## config.mk

```make
export PLATFORM = sky130hd
export DESIGN_NAME = ahb_user_arbiter
export DESIGN_NICKNAME = d
export VERILOG_FILES = /design/src/rtl/ahb_user_arbiter.sv
export SDC_FILE = /design/constraint.sdc
export NUM_CORES = 1
export LEC_CHECK = 0
export CELL_PAD_IN_SITES_DETAIL_PLACEMENT = 1
export CELL_PAD_IN_SITES_GLOBAL_PLACEMENT = 2
export CORE_MARGIN = 4
export CORE_UTILIZATION = 16
export CTS_BUF_LIST = sky130_fd_sc_hd__clkbuf_8
export CTS_CLUSTER_DIAMETER = 40
export CTS_CLUSTER_SIZE = 12
export DETAILED_ROUTE_END_ITERATION = 8
export PLACE_DENSITY = 0.8
export SLEW_MARGIN = 20
export SYNTH_ARGS = -nofsm -noshare
export SYNTH_HDL_FRONTEND = slang
export SYNTH_SLANG_ARGS = --single-unit
```

## constraint.sdc

```tcl
create_clock -name clk -period 2.2 [get_ports clk]
set_input_delay 0.22 -clock clk [delete_from_list [all_inputs] [get_ports clk]]
set_output_delay 0.22 -clock clk [all_outputs]
set_load 0.005 [all_outputs]
```

## src/rtl/ahb_user_arbiter.sv

```systemverilog
// Round-robin arbiter that shares the ahb_lite user-side master port among NREQ clients, one whole burst at a time.
// Define AHB_ARB_FIXED_PRIO_EN for fixed priority (lowest index wins) instead of round-robin.
module ahb_user_arbiter #(
  parameter int NREQ       = 4,
  parameter int addr_width = 32,
  parameter int data_width = 32
) (
  input  logic                       clk,
  input  logic                       HRESETn,
  input  logic [NREQ-1:0]            req_valid,
  input  logic [NREQ*addr_width-1:0] req_addr,
  input  logic [3*NREQ-1:0]          req_burst,
  input  logic [3*NREQ-1:0]          req_size,
  input  logic [NREQ-1:0]            req_write,
  input  logic [NREQ*data_width-1:0] req_wdata,
  input  logic [NREQ-1:0]            req_last,
  output logic [NREQ-1:0]            req_grant,
  output logic [NREQ-1:0]            beat_ack,
  output logic [data_width-1:0]      rd_data,
  output logic [NREQ-1:0]            rd_valid,
  input  logic                       HREAdy,
  input  logic [data_width-1:0]      HRUSER,
  input  logic                       read_valid,
  output logic [addr_width-1:0]      HAUSER,
  output logic [data_width-1:0]      HWUSER,
  output logic [2:0]                 HSUSER,
  output logic [2:0]                 HBUSER,
  output logic                       HWSUSER,
  output logic                       input_HB_valid,
  output logic                       input_data_valid
);
  localparam int PW = (NREQ > 1) ? $clog2(NREQ) : 1;
  localparam logic [2:0] B_INCR = 3'd1;

  typedef enum logic [1:0] {IDLE, GRANT, BURST, DRAIN} state_t;
  state_t state_reg, state_next;

  logic [PW-1:0]         owner_reg, owner_next;
  logic [NREQ-1:0]       grant_reg, grant_next;
  logic [4:0]            beats_left_reg, beats_left_next;
  logic                  drain_cnt_reg, drain_cnt_next;
  logic [addr_width-1:0] haddr_reg, haddr_next;
  logic [2:0]            hsize_reg, hsize_next;
  logic [2:0]            hburst_reg, hburst_next;
  logic                  hwrite_reg, hwrite_next;
  logic [PW-1:0]         rr_ptr;
  logic                  tag0_rd_reg, tag1_rd_reg;
  logic [PW-1:0]         tag0_own_reg, tag1_own_reg;
  logic [PW-1:0]         winner;
  logic                  winner_found;

  logic [addr_width-1:0] addr_arr  [NREQ];
  logic [data_width-1:0] wdata_arr [NREQ];
  logic [2:0]            burst_arr [NREQ];
  logic [2:0]            size_arr  [NREQ];

  genvar gi;
  generate
    for (gi = 0; gi < NREQ; gi++) begin : g_unpack
      assign addr_arr[gi]  = req_addr[gi*addr_width +: addr_width];
      assign wdata_arr[gi] = req_wdata[gi*data_width +: data_width];
      assign burst_arr[gi] = req_burst[gi*3 +: 3];
      assign size_arr[gi]  = req_size[gi*3 +: 3];
    end
  endgenerate

`ifdef AHB_ARB_FIXED_PRIO_EN
  assign rr_ptr = '0;
`else
  logic [PW-1:0] rr_ptr_reg;
  always_ff @(posedge clk or negedge HRESETn) begin
    if (!HRESETn)
      rr_ptr_reg <= '0;
    else if (state_reg == DRAIN && drain_cnt_reg)
      rr_ptr_reg <= (int'(owner_reg) == NREQ-1) ? '0 : owner_reg + 1'b1;
  end
  assign rr_ptr = rr_ptr_reg;
`endif

  // First pending requester at or above rr_ptr, wrapping at NREQ.
  always_comb begin
    int idx;
    winner       = '0;
    winner_found = 1'b0;
    idx          = 0;
    for (int k = 0; k < NREQ; k++) begin
      idx = int'(rr_ptr) + k;
      if (idx >= NREQ) idx = idx - NREQ;
      if (!winner_found && req_valid[PW'(idx)]) begin
        winner       = PW'(idx);
        winner_found = 1'b1;
      end
    end
  end

  always_comb begin
    state_next       = state_reg;
    owner_next       = owner_reg;
    grant_next       = grant_reg;
    beats_left_next  = beats_left_reg;
    drain_cnt_next   = drain_cnt_reg;
    haddr_next       = haddr_reg;
    hsize_next       = hsize_reg;
    hburst_next      = hburst_reg;
    hwrite_next      = hwrite_reg;
    beat_ack         = '0;
    HWUSER           = '0;
    input_HB_valid   = 1'b0;
    input_data_valid = 1'b0;
    case (state_reg)
      IDLE: begin
        if (winner_found) begin
          state_next  = GRANT;
          owner_next  = winner;
          grant_next  = NREQ'(1) << winner;
          haddr_next  = addr_arr[winner];
          hsize_next  = size_arr[winner];
          hburst_next = burst_arr[winner];
          hwrite_next = req_write[winner];
        end
      end
      GRANT: begin
        input_HB_valid = 1'b1;
        case (hburst_reg)
          3'd0:       beats_left_next = 5'd1;
          3'd1:       beats_left_next = 5'd0;
          3'd2, 3'd3: beats_left_next = 5'd4;
          3'd4, 3'd5: beats_left_next = 5'd8;
          default:    beats_left_next = 5'd16;
        endcase
        state_next = BURST;
      end
      BURST: begin
        HWUSER = wdata_arr[owner_reg];
        if (HREAdy) begin
          beat_ack = grant_reg;
          if (hburst_reg == B_INCR) begin
            if (req_last[owner_reg]) begin
              input_data_valid = 1'b1;
              drain_cnt_next   = 1'b0;
              state_next       = DRAIN;
            end
          end else begin
            // Guarded decrement: the counter saturates at zero.
            if (beats_left_reg != 5'd0) beats_left_next = beats_left_reg - 5'd1;
            if (beats_left_reg <= 5'd1) begin
              drain_cnt_next = 1'b0;
              state_next     = DRAIN;
            end
          end
        end
      end
      DRAIN: begin
        if (drain_cnt_reg) begin
          state_next     = IDLE;
          drain_cnt_next = 1'b0;
          grant_next     = '0;
          haddr_next     = '0;
          hsize_next     = '0;
          hburst_next    = '0;
          hwrite_next    = 1'b0;
        end else begin
          drain_cnt_next = 1'b1;
        end
      end
      default: state_next = IDLE;
    endcase
  end

  always_ff @(posedge clk or negedge HRESETn) begin
    if (!HRESETn) begin
      state_reg      <= IDLE;
      owner_reg      <= '0;
      grant_reg      <= '0;
      beats_left_reg <= '0;
      drain_cnt_reg  <= 1'b0;
      haddr_reg      <= '0;
      hsize_reg      <= '0;
      hburst_reg     <= '0;
      hwrite_reg     <= 1'b0;
    end else begin
      state_reg      <= state_next;
      owner_reg      <= owner_next;
      grant_reg      <= grant_next;
      beats_left_reg <= beats_left_next;
      drain_cnt_reg  <= drain_cnt_next;
      haddr_reg      <= haddr_next;
      hsize_reg      <= hsize_next;
      hburst_reg     <= hburst_next;
      hwrite_reg     <= hwrite_next;
    end
  end

  // Owner tag follows each accepted beat through the two-stage read data pipeline.
  always_ff @(posedge clk or negedge HRESETn) begin
    if (!HRESETn) begin
      tag0_rd_reg  <= 1'b0;
      tag0_own_reg <= '0;
      tag1_rd_reg  <= 1'b0;
      tag1_own_reg <= '0;
    end else if (HREAdy) begin
      tag0_rd_reg  <= (state_reg == BURST) && !hwrite_reg;
      tag0_own_reg <= owner_reg;
      tag1_rd_reg  <= tag0_rd_reg;
      tag1_own_reg <= tag0_own_reg;
    end
  end

  always_comb begin
    rd_valid = '0;
    rd_data  = '0;
    if (read_valid && tag1_rd_reg) begin
      rd_valid = NREQ'(1) << tag1_own_reg;
      rd_data  = HRUSER;
    end
  end

  assign req_grant = grant_reg;
  assign HAUSER    = haddr_reg;
  assign HSUSER    = hsize_reg;
  assign HBUSER    = hburst_reg;
  assign HWSUSER   = hwrite_reg;

endmodule

```

==> impl_metrics.ini, run 1 <==
[run_status]
run_status = complete, but fails checks
violations = negative setup slack

[setup_path]
slowest_stage = dfrtp_2
cp.arrival_ns = 1.99
startpoint_type = register
reg2reg_depth = 8
worstSetupPathType = reg -> out
cp.depth = 6
cp_num_buf_inv = 4
crit_required_ns = 1.98
crit_family = flip-flops
end_kind = output pin
crit_path_cell_trace = buf_12 > buf_16 > buf_6 > mux4_2 > and2_1 > buf_2
slowest_delay_ns = 0.53
path_max_fanout = 7

[clock_network]
cts_tree = yes
cts-root-buf = clkbuf_8
h-tree-depth = 3
cts.sinks = 61
ctsLongestPathBuffers = 2
cts_buffers = 9
clk_transition_reported_paths_ns = 0.09
insertion_delay_ns = 0.36

[routing]
vias = 6128
drc = 0
routed_wl_um = 28600
vias_per_cell = 4.65
avgRoutedWirePerCell_um = 21.7
drtPass1Iterations = 6
drtIter0Drc = 262
drtAntennaViolNets = 0

[power]
p_per_area_nw_per_um2 = 982
p_sw_share_pct = 37.9
power_frac_clock_pct = 10.1
ir_drop_mv = 0.487
combPwrFrac_pct = 69.4
seq_power_share_pct = 20.5
power.leakage_uw = 0.00414
switchingPower_uw = 3870
intPower_uw = 6350

[synth]
synth.distinct_cells = 50
ys_ff_latch = 61
synth_common_cells = 61 x dfrtp_1, 39 x a22oi_1, 38 x a222oi_1
synth_area_leaders = dfrtp_1 33%, mux4_2 16%, a222oi_1 8.2%
yosysTopAreaCell = dfrtp_1
yosysSeqAreaShare_pct = 32.8
async_reset_ff_share_pct = 100
syn_area_per_cell_sq_um = 10.3
synth.top_cell.area_share_pct = 32.8
synth_nets = 788
synth_edf_count = 0
netlist_area_sq_um = 4650
netlist_instances = 451
yosysMostFrequentCell = dfrtp_1
yosysWarningCount = 0
synth_flop_cell = dfrtp_1

[finish]
finalCoreUtilization_pct = 36.3
largest_reg_flops = 32
final_cells = 1317
drive_above_1_share_pct = 20.7
syn_to_final_growth_pct = 124
nets = 1263
finish.instance_area_sq_um = 10400

[floorplanning]
row_count = 62
core_sq_um = 28700
die_h_um = 179
ios = 445
die_area_sq_um = 31900
initial_utilization_pct = 16.2
fp.dieW_um = 179

[sta]
hold_viol = 0
drv_slew = 0
max_slew_margin_pct = 60.3
period_minus_slack_ns = 2.21
fin_worst_skew_ns = 0.0232
rsz0062_at_grt = true
worst_pin_slew_ns = 0.594
fmax_ghz = 0.452
fin_ws_ns = -0.0100
fin_crit_sh_pct = 100
finalSetupViolCount = 1

[global_route]
grt-ovfl-total = 0
grt_antenna_before_repair = 1
grt_pass1_vias = 6489
grt_usage_pct = 16.5
grt_max_degree = 44
grt_pass1_wl_um = 40200

[job]
maxCapViolCount = 0

[placement]
dpl.cell_count = 1268
dp_slack_ns = -0.0457
place_hpwl_um = 22100
io_buffers = 444
placed_area_sq_um = 9740
finalWeightedCongestion = 0.799

[min_path]
hold_path.class = in -> async
[stage by stage]
step | power [uW] | hold WS (ns) | setup TNS (ns)
floorplan | 5000 | -0.0756 | 0
global placement | 8180 | 0.236 | -0.0699
detailed placement | 8320 | 0.241 | -0.161
CTS | 10300 | 0.365 | -0.450
global route | 11000 | 0.366 | -0.600
finish | 10200 | 0.354 | -0.0100
[cell type report]
| class | instances | area [sq um] |
|---|---|---|
| fill | 3194 | 18300 |
| inverter | 13 | 48.8 |
| antenna | 2 | 5.00 |
| clock buffer | 10 | 138 |
| tap | 384 | 480 |
| timing repair buffer | 513 | 5220 |
| sequential | 61 | 1530 |
| multi-input combinational | 328 | 2940 |
| clock inverter | 6 | 55.1 |
[routing by layer]
| metal | vias to the layer above | wire [um] | global-route usage, % |
|---|---|---|---|
| met2 | 323 | 14800 | 30.4 |
| li1 | 2782 | - | - |
| met4 | 0 | 424 | 3.07 |
| met5 | - | 0 | 0 |
| met3 | 28 | 2600 | 5.49 |
| met1 | 2995 | 10800 | 18.7 |
[cell families (layout without fill, tap and decap cells)]
group	Yosys count	after routing	share of synthesized area, %
adder cells (fa/ha/maj)	9	9	2.42
flip-flops	61	61	32.8
AND/OR/NAND/NOR	118	118	15.4
other	0	2	0
AO/OA/AOI/OAI	161	161	25.7
buffers and inverters	62	542	5.97
multiplexers	40	40	17.7
[power by group through the flow]
stage / clock network (uW) / logic [uW] / registers [uW]
global placement: 0 / 6110 / 2070
global route: 1130 / 7730 / 2170
CTS: 1080 / 7120 / 2090
detailed placement: 0 / 6220 / 2090
floorplan: 0 / 3040 / 1950
finish: 1030 / 7100 / 2090
[cell usage in the layout, fill, tap and decap left out, types with 2 or more instances in the layout]
cell,netlist,layout
clkdlybuf4s50_1,0,410
dfrtp_1,61,58
a22oi_1,39,39
a222oi_1,38,38
and3_1,36,35
buf_4,0,35
mux4_2,33,33
buf_6,4,32
o21ai_0,33,31
and2_4,0,18
o21ai_1,15,17
buf_2,12,17
and2_1,33,15
inv_1,13,14
buf_12,0,12
nand2_1,11,11
clkbuf_8,0,10
nor2_1,8,7
mux2_2,7,7
nor3_1,6,6
o211ai_1,6,6
ha_1,9,6
a21oi_1,5,5
nand3_1,5,5
nor3b_1,4,4
a31oi_1,4,4
nand2b_1,3,3
dfrtp_2,0,3
diode_2,0,2
or3b_2,2,2
o22ai_1,2,2
or3_1,2,2
o31ai_1,2,2
a22o_1,2,2
a21o_1,2,2
ha_2,0,2
clkinv_2,0,2
bufbuf_16,0,2
clkbuf_16,0,2
[final timing paths]
path / startpoint / to / slack (ns)
max: owner_reg[0] / HWUSER[12] / -0.01
min: HRESETn / HAUSER[10] / 0.35
max reg2reg: state_reg[0] / HAUSER[21] / 0.09
min reg2reg: tag0_own_reg[0] / tag1_own_reg[0] / 0.51
max in group asynchronous: HRESETn / owner_reg[0] / 1.04
min in group clk: req_addr[86] / HAUSER[22] / 0.46
[timing repair]
action	in CTS	in global routing
setup endpoints to repair	41	34
pin swaps	27	11
hold buffers	1	0
gates resized for setup	177	23
hold endpoints to repair	19	0
cloned	5	2
buffers inserted	22	3
Note: power is estimated with default switching activity, not from simulation.
==> run 2: changes to the inputs <==
--- a/config.mk
+++ b/config.mk
@@ -9,7 +9,7 @@
 export CELL_PAD_IN_SITES_GLOBAL_PLACEMENT = 2
 export CORE_MARGIN = 4
 export CORE_UTILIZATION = 16
-export CTS_BUF_LIST = sky130_fd_sc_hd__clkbuf_8
+export CTS_BUF_LIST = sky130_fd_sc_hd__clkbuf_4 sky130_fd_sc_hd__clkbuf_8
 export CTS_CLUSTER_DIAMETER = 40
 export CTS_CLUSTER_SIZE = 12
 export DETAILED_ROUTE_END_ITERATION = 8
==> impl_metrics.ini, run 2 (synthesis gave the netlist of run 1 again) <==
[run_status]
run_status = complete, but fails checks
violations = negative setup slack

[placement]
placed_area_sq_um = 9740
place_hpwl_um = 22100
io_buffers = 444
finalWeightedCongestion = 0.799

[setup_path]
reg2reg_to = HAUSER[16]
end_kind = output pin
path_max_fanout = 7
crit_family = flip-flops
startpoint_type = register
cp_num_buf_inv = 4
slowest_stage = dfrtp_2
worstSetupPathType = reg -> out
crit_path_cell_trace = buf_12 > buf_16 > buf_6 > mux4_2 > and2_1 > buf_2
reg2reg_from = state_reg[0]
r2r_slack_ns = 0.09
slowest_delay_ns = 0.53
cp.arrival_ns = 1.99
reg2reg_depth = 8
crit_required_ns = 1.98

[floorplanning]
fp.dieW_um = 179
die_area_sq_um = 31900
die_h_um = 179
ios = 445
initial_utilization_pct = 16.2
core_sq_um = 28700
row_count = 62

[routing]
drc = 0
drtAntennaViolNets = 0
routed_wl_um = 28600
drtIter0Drc = 262
drtPass1Iterations = 6
vias_per_cell = 4.65
vias = 6127
avgRoutedWirePerCell_um = 21.7

[finish]
syn_to_final_growth_pct = 124
finish.instance_area_sq_um = 10400
largest_reg_flops = 32
nets = 1263
drive_above_1_share_pct = 20.9
layout_common_cells = 410 x clkdlybuf4s50_1, 58 x dfrtp_1, 39 x a22oi_1
multi_input_area_sq_um = 2940
register_area_sq_um = 1530
fill_cells = 3193
final_common_cell = clkdlybuf4s50_1

[sta]
worst_pin_slew_ns = 0.594
hold_viol = 0
fin_crit_sh_pct = 100
period_minus_slack_ns = 2.21
drv_slew = 0
fin_ws_ns = -0.0100
fin_worst_skew_ns = 0.0232
finalSetupViolCount = 1
max_slew_margin_pct = 60.3
fmax_ghz = 0.452
rsz0062_at_grt = true
holdWs_ns = 0.355

[power]
power.leakage_uw = 0.00414
ir_drop_mv = 0.487
p_per_area_nw_per_um2 = 984

[clock_network]
cts-root-buf = clkbuf_8
clk_transition_reported_paths_ns = 0.09
cts.sinks = 61
ctsLongestPathBuffers = 2
h-tree-depth = 3
cts_tree = yes
insertion_delay_ns = 0.36
cts_buffers = 9

[global_route]
grt_usage_pct = 16.5
grt_antenna_before_repair = 1
grt-ovfl-total = 0
grt_max_degree = 44
grt_pass1_wl_um = 40200
grt_pass1_vias = 6489

[min_path]
hold_path.class = in -> async

[job]
maxCapViolCount = 0
run 2: worst max path at each step:
stage / end / slack [ns] / start / cells past startpoint
4_1_cts: HWUSER[12] / -0.07 / owner_reg[0] / 6
6_report: HWUSER[12] / -0.01 / owner_reg[0] / 6
2_1_floorplan: beats_left_reg[3] / 0.32 / state_reg[0] / 8
3_5_place_dp: input_data_valid / -0.05 / req_last[3] / 5
5_1_grt: HWUSER[12] / -0.09 / owner_reg[0] / 6
3_3_place_gp: input_data_valid / -0.04 / req_last[3] / 5
run 2: report_power, final:
group	switching (uW)	internal (uW)	total, uW
sequential	466	1630	2090
combinational	2920	4180	7100
clock	491	577	1070
run 2: metal layers:
layer  vias up  track usage [%]  routed length (um)
met1      3004             18.7               10800
met5         -                0                   0
met3        28             5.49                2570
met2       313             30.4               14800
met4         0             3.07                 424
li1       2782                -                   -
run 2: layout make-up:
cell class	instances	share of cell area [%]
Clock inverter	4	0.456
Multi-Input combinational cell	328	28.2
Timing Repair Buffer	513	50.1
Clock buffer	12	1.46
Tap cell	384	4.61
Sequential cell	61	14.7
Antenna cell	2	0.0480
Inverter	13	0.468
run 2: repair_timing:
item / 4_1_cts / 5_1_grt
buffers inserted: 22 / 3
pin swaps: 27 / 11
setup endpoints to repair: 41 / 34
cloned: 5 / 2
gates resized for setup: 177 / 23
hold buffers: 1 / 0
hold endpoints to repair: 19 / 0
run 2: stage by stage:
| stage | worst slack, ns | total power [uW] | util, % | instances | TNS (ns) |
|---|---|---|---|---|---|
| after global placement | -0.0445 | 8180 | 33.9 | 1268 | -0.0699 |
| after floorplan | 0.319 | 5000 | - | 451 | 0 |
| after CTS | -0.0675 | 10300 | 35.9 | 1312 | -0.450 |
| final | -0.0100 | 10300 | 36.3 | 1317 | -0.0100 |
| after global routing | -0.0931 | 11100 | 36.3 | 1317 | -0.600 |
| after detailed placement | -0.0457 | 8320 | 33.9 | 1268 | -0.161 |
==> run 3: changes to the inputs <==
--- a/config.mk
+++ b/config.mk
@@ -7,6 +7,7 @@
 export LEC_CHECK = 0
 export CELL_PAD_IN_SITES_DETAIL_PLACEMENT = 1
 export CELL_PAD_IN_SITES_GLOBAL_PLACEMENT = 2
+export CORE_ASPECT_RATIO = 0.8
 export CORE_MARGIN = 4
 export CORE_UTILIZATION = 16
 export CTS_BUF_LIST = sky130_fd_sc_hd__clkbuf_4 sky130_fd_sc_hd__clkbuf_8
==> impl_metrics.ini, run 3 (synthesis gave the netlist of run 1 again) <==
[power]
p_total_uw = 9850
p_per_area_nw_per_um2 = 962
ir_drop_mv = 0.721
power.leakage_uw = 0.00416

[setup_path]
slowest_delay_ns = 0.45
path_max_fanout = 3
crit_path_frequent_cell = buf_6
crit_required_ns = 1.98
slowest_stage = mux4_2
reg2reg_to = state_reg[0]
reg2reg_depth = 9
cp.depth = 7
cp_num_buf_inv = 4
crit_path_cell_trace = buf_6 > buf_6 > buf_6 > mux4_2 > and2_4 > nor2b_1 > buf_2
cp.arrival_ns = 2.00
end_kind = output pin
startpoint_type = register
crit_family = buffers and inverters
r2r_slack_ns = 0.08
reg2reg_from = owner_reg[0]
worstSetupPathType = reg -> out

[global_route]
grt_pass1_vias = 6351
grt_antenna_before_repair = 1
grt_pass1_wl_um = 38800
grt-ovfl-total = 0
grt_max_degree = 44
grt_usage_pct = 15.5

[placement]
dp_slack_ns = -0.139
place_hpwl_um = 21400
placed_area_sq_um = 9760
io_buffers = 444
finalWeightedCongestion = 0.801

[finish]
final_common_cell = clkdlybuf4s50_1
drive_above_1_share_pct = 16.0
syn_to_final_growth_pct = 120
nets = 1253
fill_cells = 3203
multi_input_area_sq_um = 2910
finish.instance_area_sq_um = 10200
finalCoreUtilization_pct = 36.0
largest_reg_flops = 32
register_area_sq_um = 1530
antenna_cells = 0
layout_common_cells = 406 x clkdlybuf4s50_1, 59 x dfrtp_1, 39 x a22oi_1

[routing]
drc = 0
vias_per_cell = 4.66
vias = 6010
drtAntennaViolNets = 0
drtIter0Drc = 359
routed_wl_um = 27100
drtPass1Iterations = 7
avgRoutedWirePerCell_um = 21.0

[job]
maxCapViolCount = 0

[clock_network]
clk_transition_reported_paths_ns = 0.07
cts-root-buf = clkbuf_8
cts_tree = yes
cts_buffers = 9
cts.sinks = 61
h-tree-depth = 3
insertion_delay_ns = 0.36
ctsLongestPathBuffers = 2

[sta]
holdWs_ns = 0.407
fin_worst_skew_ns = 0.0110
fmax_ghz = 0.451
max_slew_margin_pct = 62.6
fin_ws_ns = -0.0163
period_minus_slack_ns = 2.22
rsz0062_at_grt = true
worst_pin_slew_ns = 0.554
hold_viol = 0
finalSetupViolCount = 2
fin_crit_sh_pct = 101
drv_slew = 0

[min_path]
hold_path.class = in -> async

[floorplanning]
initial_utilization_pct = 16.3
fp.dieW_um = 199
die_area_sq_um = 31900
die_h_um = 161
row_count = 55
ios = 445
core_sq_um = 28500

[run_status]
violations = negative setup slack
run_status = complete, but fails checks
## run 3: through the flow
| stage | setup TNS [ns] | cells |
|---|---|---|
| after floorplan | 0 | 451 |
| after global placement | -0.369 | 1256 |
| after detailed placement | -3.14 | 1256 |
| after CTS | -0.795 | 1282 |
| after global routing | -0.935 | 1291 |
| final | -0.0202 | 1291 |
## run 3: area by class of cell
type / instances / share of cell area [%]
multi-input cells: 328 / 28.4
clock buffers: 10 / 1.34
inverters: 13 / 0.476
well taps: 370 / 4.52
repair buffers: 503 / 49.5
clock inverters: 6 / 0.842
flip-flops and latches: 61 / 14.9
## run 3: worst max path at each step
stage | endpoint | startpoint | slack (ns)
2_1_floorplan | beats_left_reg[3] | state_reg[0] | 0.32
3_3_place_gp | HWSUSER | req_valid[0] | -0.03
3_5_place_dp | HAUSER[28] | req_valid[0] | -0.14
4_1_cts | HWUSER[8] | owner_reg[0] | -0.18
5_1_grt | HWUSER[1] | owner_reg[0] | -0.1
6_report | input_data_valid | owner_reg[0] | -0.02
## run 3: metal layers
layer / wire length, um / global-route usage (%)
met4: 405 / 3.11
met1: 10800 / 18.7
met2: 13700 / 27.9
met3: 2190 / 4.09
met5: 16 / 0
## run 3: timing repair
action                     4_1_cts  5_1_grt
gates resized for setup         48       48
cloned                           2        1
pin swaps                        1        5
setup endpoints to repair       37       73
buffers inserted                 7        9
hold buffers                     1        0
hold endpoints to repair        19        0
## run 3: report_power, final
part / switching [uW] / internal, uW
registers: 414 / 1630
clock network: 509 / 667
logic: 2820 / 3820
